### config.mk
export PLATFORM = sky130hd
export DESIGN_NAME = sin_series_ctrl
export DESIGN_NICKNAME = d
export VERILOG_FILES = /design/src/rtl/sin_series_pkg.sv /design/src/rtl/sin_series_ctrl_q88_mul.sv /design/src/rtl/sin_series_ctrl.sv
export SDC_FILE = /design/constraint.sdc
export NUM_CORES = 1
export LEC_CHECK = 0
export ABC_AREA = 1
export BUFFER_PORTS_ARGS = -buffer_cell sky130_fd_sc_hd__buf_2
export CAP_MARGIN = 30
export CELL_PAD_IN_SITES_DETAIL_PLACEMENT = 1
export CELL_PAD_IN_SITES_GLOBAL_PLACEMENT = 1
export CORE_UTILIZATION = 25
export DETAILED_ROUTE_END_ITERATION = 6
export PLACE_DENSITY = 0.5
export SETUP_SLACK_MARGIN = 0.02
export SYNTH_ARGS = -nofsm -noshare
export SYNTH_HDL_FRONTEND = slang
export SYNTH_SLANG_ARGS = --single-unit
### constraint.sdc
create_clock -name clk -period 17.2 [get_ports clk]
set_clock_uncertainty 0.15 [all_clocks]
set_input_delay 3.44 -clock clk [delete_from_list [all_inputs] [get_ports clk]]
set_output_delay 3.44 -clock clk [all_outputs]
set_load 0.02 [all_outputs]
### src/rtl/sin_series_pkg.sv
// Shared types, Q8.8 constants and the saturation helper for the sin series controller.
package sin_series_pkg;

  localparam int Q_W       = 16;
  localparam int Q_FRAC    = 8;
  localparam int MAX_TERMS = 5;

  typedef enum logic [2:0] {
    ST_IDLE = 3'd0,
    ST_SQR  = 3'd1,
    ST_MUL  = 3'd2,
    ST_SCL  = 3'd3,
    ST_ACC  = 3'd4,
    ST_DONE = 3'd5
  } state_e;

  // Clamp a 17-bit signed sum or negation into the 16-bit signed range.
  function automatic logic signed [Q_W-1:0] sat17(input logic signed [Q_W:0] v);
    if (v[Q_W] != v[Q_W-1]) begin
      return v[Q_W] ? 16'sh8000 : 16'sh7FFF;
    end
    return $signed(v[Q_W-1:0]);
  endfunction

endpackage

### src/rtl/sin_series_ctrl_q88_mul.sv
// Combinational signed Q8.8 multiply: full product, floor shift, saturate to 16 bits.
// The b operand is 17 bits wide so an unsigned 16-bit coefficient can be zero-extended.
module q88_mul
  import sin_series_pkg::*;
#(
  parameter int FRAC = 8
) (
  input  logic signed [Q_W-1:0] a,
  input  logic signed [Q_W:0]   b,
  output logic signed [Q_W-1:0] p
);

  logic signed [2*Q_W:0] prod;
  logic signed [2*Q_W:0] shf;

  // Multiply, arithmetic shift (floor toward -inf), then clamp.
  always_comb begin
    prod = a * b;
    shf  = prod >>> FRAC;
    if (shf > 33'sd32767) begin
      p = 16'sh7FFF;
    end else if (shf < -33'sd32768) begin
      p = 16'sh8000;
    end else begin
      p = $signed(shf[Q_W-1:0]);
    end
  end

endmodule

### src/rtl/sin_series_ctrl.sv
// Sequential sin(x) evaluator: x + sum of NTERMS alternating series terms, one shared
// Q8.8 multiplier, coefficients fetched from an external table addressed by sel.
module sin_series_ctrl
  import sin_series_pkg::*;
#(
  parameter int NTERMS = 5,
  parameter int FRAC   = 8
) (
  input  logic        clk,
  input  logic        rst,
  input  logic        start,
  input  logic [15:0] x,
  input  logic [15:0] div,
  output logic [2:0]  sel,
  output logic        busy,
  output logic        done,
  output logic [15:0] result
);

  localparam logic [2:0] K_LAST = 3'(NTERMS - 1);

  state_e                 state_q, state_d;
  logic [2:0]             k_q, k_d;
  logic [2:0]             sel_q, sel_d;
  logic                   busy_q, busy_d;
  logic                   done_q, done_d;
  logic signed [Q_W-1:0]  result_q, result_d;
  logic signed [Q_W-1:0]  x_q, x_d;
  logic signed [Q_W-1:0]  x2_q, x2_d;
  logic signed [Q_W-1:0]  term_q, term_d;
  logic signed [Q_W-1:0]  acc_q, acc_d;

  logic signed [Q_W-1:0]  mul_a;
  logic signed [Q_W:0]    mul_b;
  logic signed [Q_W-1:0]  mul_p;
  logic signed [Q_W:0]    mul_ext;
  logic signed [Q_W:0]    neg_v;
  logic signed [Q_W:0]    acc_sum;

  q88_mul #(.FRAC(FRAC)) u_mul (
    .a (mul_a),
    .b (mul_b),
    .p (mul_p)
  );

  // Route the shared multiplier operands according to the current step.
  always_comb begin
    mul_a = '0;
    mul_b = '0;
    case (state_q)
      ST_SQR: begin
        mul_a = x_q;
        mul_b = {x_q[Q_W-1], x_q};
      end
      ST_MUL: begin
        mul_a = term_q;
        mul_b = {x2_q[Q_W-1], x2_q};
      end
      ST_SCL: begin
        mul_a = term_q;
        mul_b = {1'b0, div};
      end
      default: ;
    endcase
  end

  // Next-state and datapath update for each step of the series evaluation.
  always_comb begin
    state_d  = state_q;
    k_d      = k_q;
    sel_d    = sel_q;
    done_d   = 1'b0;
    result_d = result_q;
    x_d      = x_q;
    x2_d     = x2_q;
    term_d   = term_q;
    acc_d    = acc_q;
    mul_ext  = {mul_p[Q_W-1], mul_p};
    neg_v    = -mul_ext;
    acc_sum  = {acc_q[Q_W-1], acc_q} + {term_q[Q_W-1], term_q};
    case (state_q)
      ST_IDLE: begin
        if (start) begin
          x_d     = $signed(x);
          term_d  = $signed(x);
          acc_d   = $signed(x);
          k_d     = 3'd0;
          state_d = ST_SQR;
        end
      end
      ST_SQR: begin
        x2_d    = mul_p;
        state_d = ST_MUL;
      end
      ST_MUL: begin
        term_d  = mul_p;
        sel_d   = k_q;
        state_d = ST_SCL;
      end
      ST_SCL: begin
        term_d  = sat17(neg_v);
        state_d = ST_ACC;
      end
      ST_ACC: begin
        acc_d = sat17(acc_sum);
        if (k_q == K_LAST) begin
          result_d = sat17(acc_sum);
          done_d   = 1'b1;
          state_d  = ST_DONE;
        end else begin
          k_d     = k_q + 3'd1;
          state_d = ST_MUL;
        end
      end
      ST_DONE: begin
        state_d = ST_IDLE;
      end
      default: begin
        state_d = ST_IDLE;
      end
    endcase
    busy_d = (state_d != ST_IDLE);
  end

  // Register all state and outputs; reset returns everything to zero/IDLE.
  always_ff @(posedge clk) begin
    if (rst) begin
      state_q  <= ST_IDLE;
      k_q      <= '0;
      sel_q    <= '0;
      busy_q   <= 1'b0;
      done_q   <= 1'b0;
      result_q <= '0;
      x_q      <= '0;
      x2_q     <= '0;
      term_q   <= '0;
      acc_q    <= '0;
    end else begin
      state_q  <= state_d;
      k_q      <= k_d;
      sel_q    <= sel_d;
      busy_q   <= busy_d;
      done_q   <= done_d;
      result_q <= result_d;
      x_q      <= x_d;
      x2_q     <= x2_d;
      term_q   <= term_d;
      acc_q    <= acc_d;
    end
  end

  assign sel    = sel_q;
  assign busy   = busy_q;
  assign done   = done_q;
  assign result = result_q;

endmodule

==> impl_metrics.yaml, run 1 <==
outcome:
  status: "finished clean"
die:
  initial_utilization_pct: 25.3
  die_y_um: 258
  ios: 56
  core_sq_um: 64500
  std_cell_rows: 93
  dieArea_sq_um: 66400
  die_w_um: 258
cts:
  h-tree-depth: 3
  clk_pin_slew_ns: 0.07
  clkLatencyLatePin_ns: 0.36
  cts.sinks: 91
  tritoncts: "done"
  max-clock-path-buffers: 2
  post_cts_resized: 0
  post_cts_buffers: 0
  numCtsBuffers: 9
  ctsRootBufferMaster: "clkbuf_16"
  ctsHoldBuffers: 0
worst_setup_path:
  reg2reg_depth: 44
  r2r_setup_slack_ns: 6.35
  path_buf_inv: 10
  worstPathRequired_ns: 17.33
  cpPeakStageDelay_ns: 0.57
  cp-end-kind: "flip-flop"
  cp_top_family: "adder cells"
  critPathArrivalTime_ns: 12.02
  slowest_stage: "fa_1"
  cp-start-kind: "input port"
  crit_top_cell: "inv_1"
  worstReg2RegEnd: "term_q[1]"
  crit_fanout: 25
  setup.worst_path.class: "input port to flip-flop"
  r2r-start: "state_q[1]"
place:
  gp_congestion: 0.854
  dp_hpwl_um: 49800
  port-buffer-count: 55
  post-place-ws_ns: 4.98
  dp_cells: 3073
synth:
  synth.distinct_cells: 51
  synth_area_sq_um: 16300
  yosysTopAreaCell: "fa_1"
  synth_area_per_cell_sq_um: 7.44
  ys_top_cells_by_count: "inv_1 (567), nand2_1 (527), fa_1 (276)"
  syn_inst: 2195
  synthDominantCellAreaShare_pct: 33.8
  async_reset_ff_share_pct: 0
  synth-seq-cells: 91
  synthesis.nets: 2606
  seq_area_frac_synth_pct: 11.2
  synth_edf_count: 0
  yosysWarningCount: 0
  synth.most_common_cell: "inv_1"
  synthTopCellsByArea: "fa_1 (34%), inv_1 (13%), nand2_1 (12%)"
  synth_ff_type: "dfxtp_1"
final_layout:
  drive_gt1_share_pct: 7.61
  n_antenna_cell: 0
  fin_util_pct: 27.9
  nets: 2640
  syn_to_final_growth_pct: 10.3
  fin_cells: 3088
sta:
  max_freq_ghz: 0.0841
  finalCritPeriodShare_pct: 69.1
  finalWorstSetupSlack_ns: 5.31
  tns_ns: 0
  relSlewSlack_pct: 36.6
  post-route-min-period_ns: 11.89
  whs_ns: 0.324
  finalSetupViolCount: 0
  tightestPinTransition_ns: 0.946
  rsz0062_at_grt: "false"
  hold_violations: 0
  maxSlewViolCount: 0
min_path:
  min_from: "sel[2]"
  holdPathStages: 2
  hold_class: "flip-flop to flip-flop"
  holdPathEnd: "sel[2]"
route:
  wire_per_inst_um: 19.8
  wl_um: 61100
  vias: 14100
  drc: 0
  dr.pass1.iters: 5
  drt_iter0_drc: 586
  drtAntennaViolNets: 0
  viasPerCell: 4.58
flow_run:
  maxCapViolCount: 0
pwr:
  irDropWorstVdd_v: 0.0000520
  p_leak_nw: 9.92
  pwr_density_cell_nw_per_um2: 61.1
global_routing:
  antenna_found_initial: 0
  grt_pass1_wl_um: 95800
  grt_max_degree: 46
  overflow: 0
  grt_pass1_vias: 15800
  grt_use_total_pct: 18.9
[layout by cell type, fill, tap and decap left out, drive strengths merged, types with 2 or more instances in the layout]
cell / instances
a22oi: 5
nor4: 3
nor2: 95
xor2: 29
o211ai: 13
nor3: 9
o21bai: 17
o21a: 9
or2: 3
dfxtp: 91
o22ai: 6
xnor2: 21
a221oi: 15
a21o: 3
nand2: 539
nand3b: 2
fa: 276
clkinv: 5
nand4: 9
inv: 579
a21oi: 111
clkbuf: 10
nand3: 66
ha: 100
and3: 2
a31oi: 19
clkinvlp: 2
o21ai: 95
buf: 91
[worst max path at each step]
stage                     startpoint    endpoint  slack, ns  cells after the start
after detailed placement     div[12]   term_q[1]       4.98                     41
after floorplan               div[5]  term_q[10]       6.44                     42
after global routing         div[12]   term_q[3]       4.61                     40
final                        div[12]   term_q[1]       5.31                     41
after global placement       div[12]   term_q[0]       5.07                     41
after CTS                    div[12]   term_q[1]       5.31                     41
[metrics by stage]
step	instance area (sq um)	power, mW
finish	18000	1.10
global route	18000	1.18
CTS	18000	1.11
detailed placement	17700	0.893
global placement	17600	0.890
floorplan	16300	0.668
[layout make-up]
cell class,instances,area [sq um]
timing repair buffer,91,593
fill,7975,46500
tap,855,1070
inverter,582,2190
sequential,91,1820
clock buffer,10,239
clock inverter,5,62.6
multi-input combinational,1454,12000
[power breakdown]
| group | internal, mW | switching [mW] |
|---|---|---|
| sequential | 0.232 | 0.0201 |
| combinational | 0.188 | 0.451 |
| clock | 0.117 | 0.0923 |
[logic make-up after synthesis]
| family | after synthesis | synth area share [%] |
|---|---|---|
| buffers and inverters | 650 | 15.2 |
| AOI/OAI and AO/OA | 298 | 10.8 |
| and+or+nand+nor | 730 | 18.7 |
| adders and majority gates | 376 | 41.5 |
| DFF | 91 | 11.2 |
| xor gates and xnor gates | 50 | 2.68 |
[routing by layer]
metal  vias to the layer above  part of all wire (%)  track usage [%]
met5                         -                     0                0
li1                       6624                     -                -
met2                       192                    51             34.5
met1                      7286                    45             24.8
met4                         0                   1.1             2.65
met3                        42                   2.4             1.32
[worst register-to-register path, delay by kind of cell (launching register included)]
kind            cells  cell delay, ns
compound gates      8            1.26
fa+ha+maj           8            3.70
buf+inv             9            1.65
flops               1            0.44
simple gates       19            3.59
[registers in the layout, indices dropped and copies added, names as in the netlist]
register	count
acc_q	16
result	16
term_q	16
x2_q	16
x_q	16
k_q	3
sel	3
state_q	3
busy	1
done	1
No activity file was read; power rests on OpenSTA's default activity.
==> inputs of run 2 (changes only) <==
- ABC_AREA: 1 -> 0
- PLACE_DENSITY: 0.5 -> 0.51
- clock period: 17.2 -> 9.9 ns (I/O delays scaled with it)
==> run 2 against run 1 <==
Compared with the run above: the flow now finishes with violations (negative setup slack); setup slack got worse by 5.4 ns; global-route usage rose by 2.0 points; highest routed layer unchanged; sequential power rose by 77%; sequential share of layout area fell by 1.7 points; cell count rose by 2.1%.
==> impl_metrics.yaml, run 2 <==
route:
  drt_iter0_drc: 677
  viasPerCell: 4.80
  wire_per_inst_um: 21.5
  drtAntennaViolNets: 0
  drc: 0
  wl_um: 67700
  vias: 15100
  dr.pass1.iters: 5
pwr:
  irDropWorstVdd_v: 0.0000833
  pwr_density_cell_nw_per_um2: 92.1
  p_leak_nw: 9.83
  p_total_mw: 1.99
final_layout:
  regArea_sq_um: 1820
  final_cell_mix: "inv_1 (299), buf_4 (294), fa_1 (249), nand2_1 (238), nor2_1 (227)"
  fin_util_pct: 33.5
  syn_to_final_growth_pct: 32.8
  num-fill-cells: 7506
  final_common_cell: "inv_1"
  nets: 2702
  drive_gt1_share_pct: 29.1
  multi_input_area_sq_um: 14000
global_routing:
  grt_pass1_wl_um: 105000
  grt_use_total_pct: 21.0
  grt_pass1_vias: 16900
  overflow: 0
  antenna_found_initial: 0
  grt_max_degree: 79
cts:
  max-clock-path-buffers: 2
  numCtsBuffers: 9
  clkLatencyLatePin_ns: 0.35
  cts.sinks: 91
  h-tree-depth: 3
  ctsHoldBuffers: 0
  clk_pin_slew_ns: 0.07
  tritoncts: "done"
  ctsRootBufferMaster: "clkbuf_16"
synth:
  syn_inst: 1972
  synthesis.nets: 2383
  synthDominantCellAreaShare_pct: 34.0
  synth_edf_count: 0
  synth.most_common_cell: "inv_1"
  synth_area_sq_um: 16200
  synth.distinct_cells: 84
  synth-seq-cells: 91
  async_reset_ff_share_pct: 0
  seq_area_frac_synth_pct: 11.2
  synthXorXnorAreaFrac_pct: 2.16
  synth_compound_area_share_pct: 16.0
  synthMuxAreaShare_pct: 1.52
  ys_top_cells_by_count: "inv_1 (325), fa_1 (276), nand2_1 (264)"
  synth_ff_type: "dfxtp_1"
  yosysWarningCount: 0
  yosysTopAreaCell: "fa_1"
  synth_top_family_by_area: "adder cells"
  synth_adder_area_share_pct: 41.7
  synth_area_per_cell_sq_um: 8.24
  synth-simple-area-share_pct: 17.7
  synthTopCellsByArea: "fa_1 (34%), dfxtp_1 (11%), ha_1 (7.7%)"
outcome:
  violations: "negative setup slack"
  status: "finished with violations"
die:
  initial_utilization_pct: 25.2
  die_y_um: 257
  ios: 56
  std_cell_rows: 93
  die_w_um: 257
  core_sq_um: 64300
  dieArea_sq_um: 66000
sta:
  maxSlewViolCount: 0
  post-route-min-period_ns: 9.96
  hold_violations: 0
  finalWorstSetupSlack_ns: -0.0558
  finalCritPeriodShare_pct: 101
  tightestPinTransition_ns: 0.998
  max_freq_ghz: 0.100
  relSlewSlack_pct: 33.3
  rsz0062_at_grt: "true"
  finalSetupViolCount: 8
worst_setup_path:
  cp-end-kind: "flip-flop"
  critPathArrivalTime_ns: 10.06
  setup.worst_path.class: "input port to flip-flop"
  cp-start-kind: "input port"
  r2r_setup_slack_ns: 0.44
  worstPathRequired_ns: 10.01
  slowest_stage: "fa_1"
  cpPeakStageDelay_ns: 0.60
  crit_fanout: 7
  crit_top_cell: "fa_1"
min_path:
  hold_class: "flip-flop to flip-flop"
place:
  gp_congestion: 0.876
  port-buffer-count: 55
  dp_hpwl_um: 57900
flow_run:
  maxCapViolCount: 0
run 2: critical path, delay by kind of cell:
family	cells	cell delay [ns]
AO/OA/AOI/OAI	10	2.10
adder cells (fa/ha/maj)	8	3.66
buffers and inverters	8	0.65
multiplexers	2	0.48
AND/OR/NAND/NOR	8	1.16
run 2: path summary, 6_finish.rpt:
path              cells past startpoint         end       start
setup / recovery                     36   term_q[9]      div[7]
hold / removal                        2  result[10]  result[10]
setup reg to reg                     34   term_q[9]  state_q[1]
hold reg to reg                       2  result[10]  result[10]
run 2: kinds of logic (layout without fill, tap and decap cells):
logic type,Yosys count,after routing
adders and majority gates,376,376
xor gates and xnor gates,40,40
AOI/OAI and AO/OA,382,383
muxes,22,22
buffers and inverters,409,732
DFF,91,91
other,0,1
and+or+nand+nor,652,652
run 2: final cells by class:
cell class | instances | area share (%)
Multi-Input combinational cell | 1473 | 65.0
Timing Repair Buffer | 391 | 14.5
Sequential cell | 91 | 8.45
Inverter | 325 | 5.66
Tap cell | 855 | 4.96
Clock buffer | 9 | 1.04
Clock inverter | 7 | 0.406
Antenna cell | 1 | 0.0116
run 2: through the flow:
step | TNS [ns] | cell area, sq um | setup slack [ns] | std cells | hold slack, ns
final | -0.230 | 21600 | -0.0558 | 3152 | 0.298
after global routing | -3.91 | 21600 | -0.316 | 3151 | 0.344
after CTS | 0 | 21000 | 0.0208 | 3129 | 0.303
after detailed placement | -14.23 | 19800 | -0.956 | 3067 | 0.286
after global placement | -11.86 | 19800 | -0.819 | 3065 | 0.283
after floorplan | -0.00939 | 16800 | -0.00939 | 1972 | 0.299
run 2: timing repair:
item                                    in CTS  in global routing
resized for setup                          115                 95
buffers inserted                            46                 22
pin swaps                                  100                107
endpoints found under the setup margin      16                 16
gates cloned                                 1                  0
run 2: power breakdown:
| part | switching (mW) | internal [mW] | leakage (nW) | total, mW |
|---|---|---|---|---|
| Sequential | 0.0498 | 0.397 | 0.745 | 0.446 |
| Clock | 0.172 | 0.203 | 0.155 | 0.375 |
| Combinational | 0.646 | 0.518 | 8.93 | 1.16 |
| Total | 0.869 | 1.12 | 9.83 | 1.99 |
run 2: metal layers:
metal / GRT usage [%] / vias up / wire length, um
met1: 28.5 / 7711 / 31000
li1: - / 7025 / -
met3: 2.30 / 93 / 2530
met4: 6.68 / 0 / 2440
met2: 34.7 / 291 / 31700
met5: 0 / - / 0
